<file path="src/rtl/dds_rx_pkg.sv">
// Shared types and default widths for the DDS receive-side blocks.
package dds_rx_pkg;

  localparam int DEF_MAG_W = 8;
  localparam int DEF_CNT_W = 16;

  typedef enum logic [1:0] {
    S_IDLE,
    S_ARM,
    S_POS,
    S_NEG
  } rx_state_t;

  typedef enum logic [1:0] {
    ZERO,
    POS,
    NEG
  } sample_class_t;

endpackage

</file>
<file path="src/rtl/sm_sample_classifier.sv">
// Combinational sign-magnitude sample classifier; magnitudes below HYST read as ZERO,
// which also folds negative zero into ZERO.
module sm_sample_classifier
  import dds_rx_pkg::*;
#(
  parameter int MAG_W = DEF_MAG_W,
  parameter int HYST  = 4
) (
  input  logic [MAG_W:0]   sign_mag,
  output sample_class_t    sample_class,
  output logic [MAG_W-1:0] mag
);

  localparam logic [MAG_W-1:0] HYST_MAG = MAG_W'(HYST);

  assign mag = sign_mag[MAG_W-1:0];

  always_comb begin
    sample_class = ZERO;
    if (mag >= HYST_MAG) begin
      sample_class = sign_mag[MAG_W] ? NEG : POS;
    end
  end

endmodule

</file>
<file path="src/rtl/dds_tone_detector.sv">
// Tone detector: rising-edge period and peak measurement with hysteresis, lock tracking
// and a saturation timeout. All counting is in accepted samples, not clocks.
module dds_tone_detector
  import dds_rx_pkg::*;
#(
  parameter int MAG_W    = DEF_MAG_W,
  parameter int CNT_W    = DEF_CNT_W,
  parameter int HYST     = 4,
  parameter int TOL      = 1,
  parameter int LOCK_CNT = 3
) (
  input  logic             clk,
  input  logic             reset,
  input  logic             sample_valid,
  input  logic [MAG_W:0]   sign_mag_in,
  output logic [CNT_W-1:0] period,
  output logic [MAG_W-1:0] peak_mag,
  output logic             period_valid,
  output logic             locked,
  output logic             timeout
);

  localparam int MC_W = $clog2(LOCK_CNT + 1);
  localparam logic [MC_W-1:0]  LOCK_M = MC_W'(LOCK_CNT);
  localparam logic [CNT_W:0]   TOL_M  = (CNT_W + 1)'(TOL);

  sample_class_t    sample_class;
  logic [MAG_W-1:0] mag;

  sm_sample_classifier #(
    .MAG_W(MAG_W),
    .HYST (HYST)
  ) u_classifier (
    .sign_mag    (sign_mag_in),
    .sample_class(sample_class),
    .mag         (mag)
  );

  rx_state_t        state_reg, state_next;
  logic [CNT_W-1:0] sample_cnt_reg, sample_cnt_next;
  logic [MAG_W-1:0] run_max_reg, run_max_next;
  logic [CNT_W-1:0] prev_period_reg, prev_period_next;
  logic             have_prev_reg, have_prev_next;
  logic [MC_W-1:0]  match_cnt_reg, match_cnt_next;
  logic [CNT_W-1:0] period_reg, period_next;
  logic [MAG_W-1:0] peak_reg, peak_next;
  logic             period_valid_reg, period_valid_next;
  logic             locked_reg, locked_next;
  logic             timeout_reg, timeout_next;

  // Period difference at one extra bit so the subtraction cannot overflow.
  logic signed [CNT_W:0] diff;
  logic [CNT_W:0]        abs_diff;
  logic                  period_match;

  assign diff         = $signed({1'b0, sample_cnt_reg}) - $signed({1'b0, prev_period_reg});
  assign abs_diff     = diff[CNT_W] ? (~diff + 1'b1) : diff;
  assign period_match = have_prev_reg && (abs_diff <= TOL_M);

  always_comb begin
    state_next        = state_reg;
    sample_cnt_next   = sample_cnt_reg;
    run_max_next      = run_max_reg;
    prev_period_next  = prev_period_reg;
    have_prev_next    = have_prev_reg;
    match_cnt_next    = match_cnt_reg;
    period_next       = period_reg;
    peak_next         = peak_reg;
    period_valid_next = 1'b0;
    locked_next       = locked_reg;
    timeout_next      = 1'b0;

    if (sample_valid) begin
      case (state_reg)
        S_IDLE: begin
          if (sample_class == NEG) state_next = S_ARM;
        end
        S_ARM: begin
          if (sample_class == POS) begin
            sample_cnt_next = CNT_W'(1);
            run_max_next    = mag;
            state_next      = S_POS;
          end
        end
        S_POS, S_NEG: begin
          if (state_reg == S_NEG && sample_class == POS) begin
            period_next       = sample_cnt_reg;
            peak_next         = run_max_reg;
            period_valid_next = 1'b1;
            prev_period_next  = sample_cnt_reg;
            have_prev_next    = 1'b1;
            if (period_match) begin
              if (match_cnt_reg != LOCK_M) match_cnt_next = match_cnt_reg + 1'b1;
              locked_next = (match_cnt_next == LOCK_M);
            end else begin
              match_cnt_next = '0;
              locked_next    = 1'b0;
            end
            sample_cnt_next = CNT_W'(1);
            run_max_next    = mag;
            state_next      = S_POS;
          end else if (sample_cnt_reg == {CNT_W{1'b1}}) begin
            // Counter would wrap: give up on this tone and re-arm from scratch.
            timeout_next   = 1'b1;
            locked_next    = 1'b0;
            match_cnt_next = '0;
            have_prev_next = 1'b0;
            state_next     = S_IDLE;
          end else begin
            sample_cnt_next = sample_cnt_reg + 1'b1;
            if (mag > run_max_reg) run_max_next = mag;
            if (state_reg == S_POS && sample_class == NEG) state_next = S_NEG;
          end
        end
        default: state_next = S_IDLE;
      endcase
    end
  end

  always_ff @(posedge clk or negedge reset) begin
    if (!reset) begin
      state_reg        <= S_IDLE;
      sample_cnt_reg   <= '0;
      run_max_reg      <= '0;
      prev_period_reg  <= '0;
      have_prev_reg    <= 1'b0;
      match_cnt_reg    <= '0;
      period_reg       <= '0;
      peak_reg         <= '0;
      period_valid_reg <= 1'b0;
      locked_reg       <= 1'b0;
      timeout_reg      <= 1'b0;
    end else begin
      state_reg        <= state_next;
      sample_cnt_reg   <= sample_cnt_next;
      run_max_reg      <= run_max_next;
      prev_period_reg  <= prev_period_next;
      have_prev_reg    <= have_prev_next;
      match_cnt_reg    <= match_cnt_next;
      period_reg       <= period_next;
      peak_reg         <= peak_next;
      period_valid_reg <= period_valid_next;
      locked_reg       <= locked_next;
      timeout_reg      <= timeout_next;
    end
  end

  assign period       = period_reg;
  assign peak_mag     = peak_reg;
  assign period_valid = period_valid_reg;
  assign locked       = locked_reg;
  assign timeout      = timeout_reg;

endmodule

</file>
<file path="config.mk">
export PLATFORM = sky130hd
export DESIGN_NAME = dds_tone_detector
export DESIGN_NICKNAME = d
export VERILOG_FILES = /design/src/rtl/dds_rx_pkg.sv /design/src/rtl/sm_sample_classifier.sv /design/src/rtl/dds_tone_detector.sv
export SDC_FILE = /design/constraint.sdc
export NUM_CORES = 1
export LEC_CHECK = 0
export BUFFER_PORTS_ARGS = -buffer_cell sky130_fd_sc_hd__buf_2
export CAP_MARGIN = 5
export CORE_MARGIN = 5
export CORE_UTILIZATION = 65
export DETAILED_ROUTE_END_ITERATION = 6
export PLACE_DENSITY = 0.91
export SYNTH_ARGS = -nofsm -noshare
export SYNTH_HDL_FRONTEND = slang
export SYNTH_SLANG_ARGS = --single-unit
</file>
<file path="constraint.sdc">
create_clock -name clk -period 5.3 [get_ports clk]
set_input_delay 1.06 -clock clk [delete_from_list [all_inputs] [get_ports clk]]
set_output_delay 1.06 -clock clk [all_outputs]
set_load 0.01 [all_outputs]
</file>
==> impl_results.md <==
* Synth-to-layout area growth at 8.06%
* Slew margin rel. at 39.8%
* Initial detailed-routing violation count at 220
* Crit-path max FO at 6
* PortBufs at 38
* Post-CTS Hold Buffers at 0
* Worst path slowest cell: nor3_1
* Reg2Reg Depth at 13
* Final setup TNS at 0 ns
* GR Util All Layers at 25.5%
* Vias in the first global route at 3,579
* DIE HEIGHT at 89.1 µm
* VDD IR max at 0.414 mV
* Clock Skew at 0.0154 ns
* Worst hold path depth at 2
* Final Setup Violations at 0
* Post-synth EDFFs at 0
* Critical R2R Capture: match_cnt_reg[1]$_DFFE_PN0P_
* DR pass1 iterations at 4
* RePlAce Congestion at 0.900
* Tmin final at 3.76 ns
* Combinational cell fraction of total power at 66.2%
* Initial antenna violation count at 0
* FF+latch area at 0.00140 mm²
* Share of cells above drive strength 1 at 15.9%
* Syn_nets at 511
* Die width at 89.1 µm
* Starting density of the core at 67.9%
* TritonCTS clock tree: built
* Clock power share at 9.7%
* Cell Count, Final, Fillers Out at 583
* Filler cells at 423
* Internal Power at 1300 µW
* Synth Flop Type: dfrtp_1
* Required time of the critical path at 5.55 ns
* Asr flop ratio synth at 100%
* Cell area after synthesis at 0.00407 mm²
* Synthesized area per cell at 8.62 µm²
* Outcome: finished, final reports clean
* PwrDens at 570 mW/mm²
* Die area at 0.00794 mm²
* First-pass GRT wire length at 16,300 µm
* Post-CTS resize count at 0
* Rows at 28
* Delay-heaviest family, CP: simple AND/OR/NAND/NOR gates
* Hold endpoint: locked$_DFFE_PN0P_
* Slew @ Worst Pin at 0.898 ns
* Fmax at 266 MHz
* CP Capture Type: flip-flop
* Num CTS Buffers at 5
* Hold slack at 0.495 ns
* WS Path Type: reg -> reg
* Count of pins over their slew limit at 0
* Number of synthesized register bits at 56
* Postcts setup bufs at 0
* WL/cell at 16.1 µm
* Hold path start: locked$_DFFE_PN0P_
* Inserted Diodes at 0
* Nets at 546
* Post-Synthesis Cells at 472
* # clock sinks at 56
* Static Leak at 0.00212 µW
* CTS H-Tree Depth at 2
* Placed cells at 575
* CTS max path bufs at 2
* DRC Markers at 0
* RSZ-0062 raised after global routing: false
* Yosys warning count at 0
* Switching part of the total at 48.0%
* Register area share after synthesis at 34.5%
* WP data arrival at 4.01 ns
* Via/cell ratio at 6.37
* Register clock-pin slew on the reported worst setup and hold paths at 0.11 ns
* Combined area of the multi-input logic cells at 0.00248 mm²
* Post-synthesis cell type count at 62
* Setup slack, reg-to-reg at 1.54 ns
* CP Cell Sequence: inv_1, ha_1, fa_1, nand2b_1, a21o_1, o21ai_1, o211ai_1, nor3_1, nor2b_1, a2bb2oi_1, or4_1, nand4bb_1, a21oi_1
* Total Wirelength at 9410 µm
* CORE AREA at 0.00599 mm²
* Reg power frac at 24.2%
* Clock Latency Late Sink at 0.31 ns
* DPL Wire Length at 7170 µm
* Hold Fails Final Rpt at 0
* Total number of vias at 3,713
* Antenna Nets Post-Route at 0
* CP max stage delay at 0.53 ns
* Sw Pwr at 1200 µW
* Min-delay worst type: reg -> reg
* Boundary Pins at 39
* Root Buffer: clkbuf_8
* Period utilization at 71.0%
* CP Buf/Inv Count at 1
* Total grt overflow at 0
* Worst R2R Start: sample_cnt_reg[0]$_DFFE_PN0P_
* Max cap viols at 0
* Largest net degree at the start of global routing at 57
* Startpoint class of the critical path: flip-flop
==> power by group through the flow <==
stage | combinational (µW) | clock, µW | sequential [µW]
after global placement | 1560 | 0 | 604
after global routing | 1840 | 263 | 618
final | 1660 | 242 | 605
after CTS | 1630 | 247 | 603
after floorplan | 1270 | 0 | 615
after detailed placement | 1620 | 0 | 611
==> cell usage in the layout (no fill, tap or decap), drive strengths merged, types with 8 or more instances in the layout <==
cell type  instances
xor2               8
nor2              32
buf               40
ha                26
o21ai             47
nand2             59
and3               9
inv               34
a21o              14
nand3             19
a21oi             32
mux2              18
a211oi             9
and2               8
dfrtp             56
==> cell type report <==
cell class	count	share of cell area, %
clock inverter	2	0.399
timing repair buffer	40	4.67
sequential	56	31.9
tap	75	2.13
multi-input combinational	372	56.5
inverter	32	2.73
clock buffer	6	1.65
==> cell families after synthesis <==
logic type / synth area share, %
multiplexers: 4.98
adder cells (fa/ha/maj): 8.49
AND/OR/NAND/NOR: 20.8
flip-flops: 34.5
AO/OA/AOI/OAI: 23.6
buffers and inverters: 4.46
XOR/XNOR: 3.23
==> metrics by stage <==
stage	cell area [µm²]	worst slack (ns)	power, µW	utilization [%]
2_1_floorplan	4070	1.99	1880	-
3_3_place_gp	4310	1.60	2170	71.9
3_5_place_dp	4310	1.49	2240	71.9
4_1_cts	4400	1.57	2480	73.4
5_1_grt	4400	1.22	2720	73.4
6_report	4400	1.54	2500	73.4
==> worst register-to-register path, stage by stage (launching register included) <==
cell and delay [ns]:
dfrtp_1 0.44, inv_1 0.08, ha_1 0.21, fa_1 0.39, nand2b_1 0.19, a21o_1 0.21
o21ai_1 0.23, o211ai_1 0.22, nor3_1 0.53, nor2b_1 0.10, a2bb2oi_1 0.17, or4_1 0.47
nand4bb_1 0.28, a21oi_1 0.19
==> Yosys cell counts (2+ instances only) <==
master    number  area share (%)
nor3_1         6            0.74
ha_1          26             8.0
inv_1         32             3.0
o21ai_1        7            0.86
nor2b_1        7             1.1
mux2_2        18             5.0
a31oi_1        3            0.46
nand3_1       19             2.3
a31o_2         2            0.43
a21oi_1       29             3.6
a21oi_4        2            0.80
a211oi_1       7             1.3
a221o_1        2            0.49
nand2b_1       4            0.62
o211a_1        3            0.74
nor2_1        30             2.8
and2_1         8             1.2
o41ai_1        4            0.86
xor2_1         8             1.7
o211ai_1       3            0.55
o21ai_0       40             4.9
or3_1          6            0.92
a41oi_1        4            0.86
and3_1         9             1.4
nor2_2         2            0.31
dfrtp_1       56              34
o31ai_1        3            0.55
a21o_1        14             2.6
clkbuf_1       9            0.83
a211oi_2       2            0.62
nor4_1         2            0.31
o21a_1         3            0.55
o32ai_1        2            0.43
a211o_1        3            0.65
and4_1         3            0.65
nand4_1        4            0.62
xnor2_1        7             1.5
nand2_1       58             5.4
buf_6          2            0.55
==> worst max-delay path by stage <==
stage / start / slack (ns) / cells past startpoint / end
after global placement: sign_mag_in[6] / 1.60 / 7 / run_max_reg[6]$_DFFE_PN0P_
after global routing: sample_cnt_reg[0]$_DFFE_PN0P_ / 1.22 / 13 / match_cnt_reg[1]$_DFFE_PN0P_
after detailed placement: sign_mag_in[7] / 1.49 / 11 / sample_cnt_reg[15]$_DFFE_PN0P_
after floorplan: period[0]$_DFFE_PN0P_ / 1.99 / 12 / match_cnt_reg[1]$_DFFE_PN0P_
final: sample_cnt_reg[0]$_DFFE_PN0P_ / 1.54 / 13 / match_cnt_reg[1]$_DFFE_PN0P_
after CTS: sample_cnt_reg[0]$_DFFE_PN0P_ / 1.57 / 13 / match_cnt_reg[1]$_DFFE_PN0P_
==> layer usage <==
layer / track usage, % / vias to the layer above / wire length [µm]
li1: - / 1772 / -
met2: 44.1 / 151 / 4670
met3: 3.32 / 26 / 546
met5: 0 / - / 0
met1: 33.6 / 1764 / 3990
met4: 7.17 / 0 / 206
(Power assumes the default switching activity.)
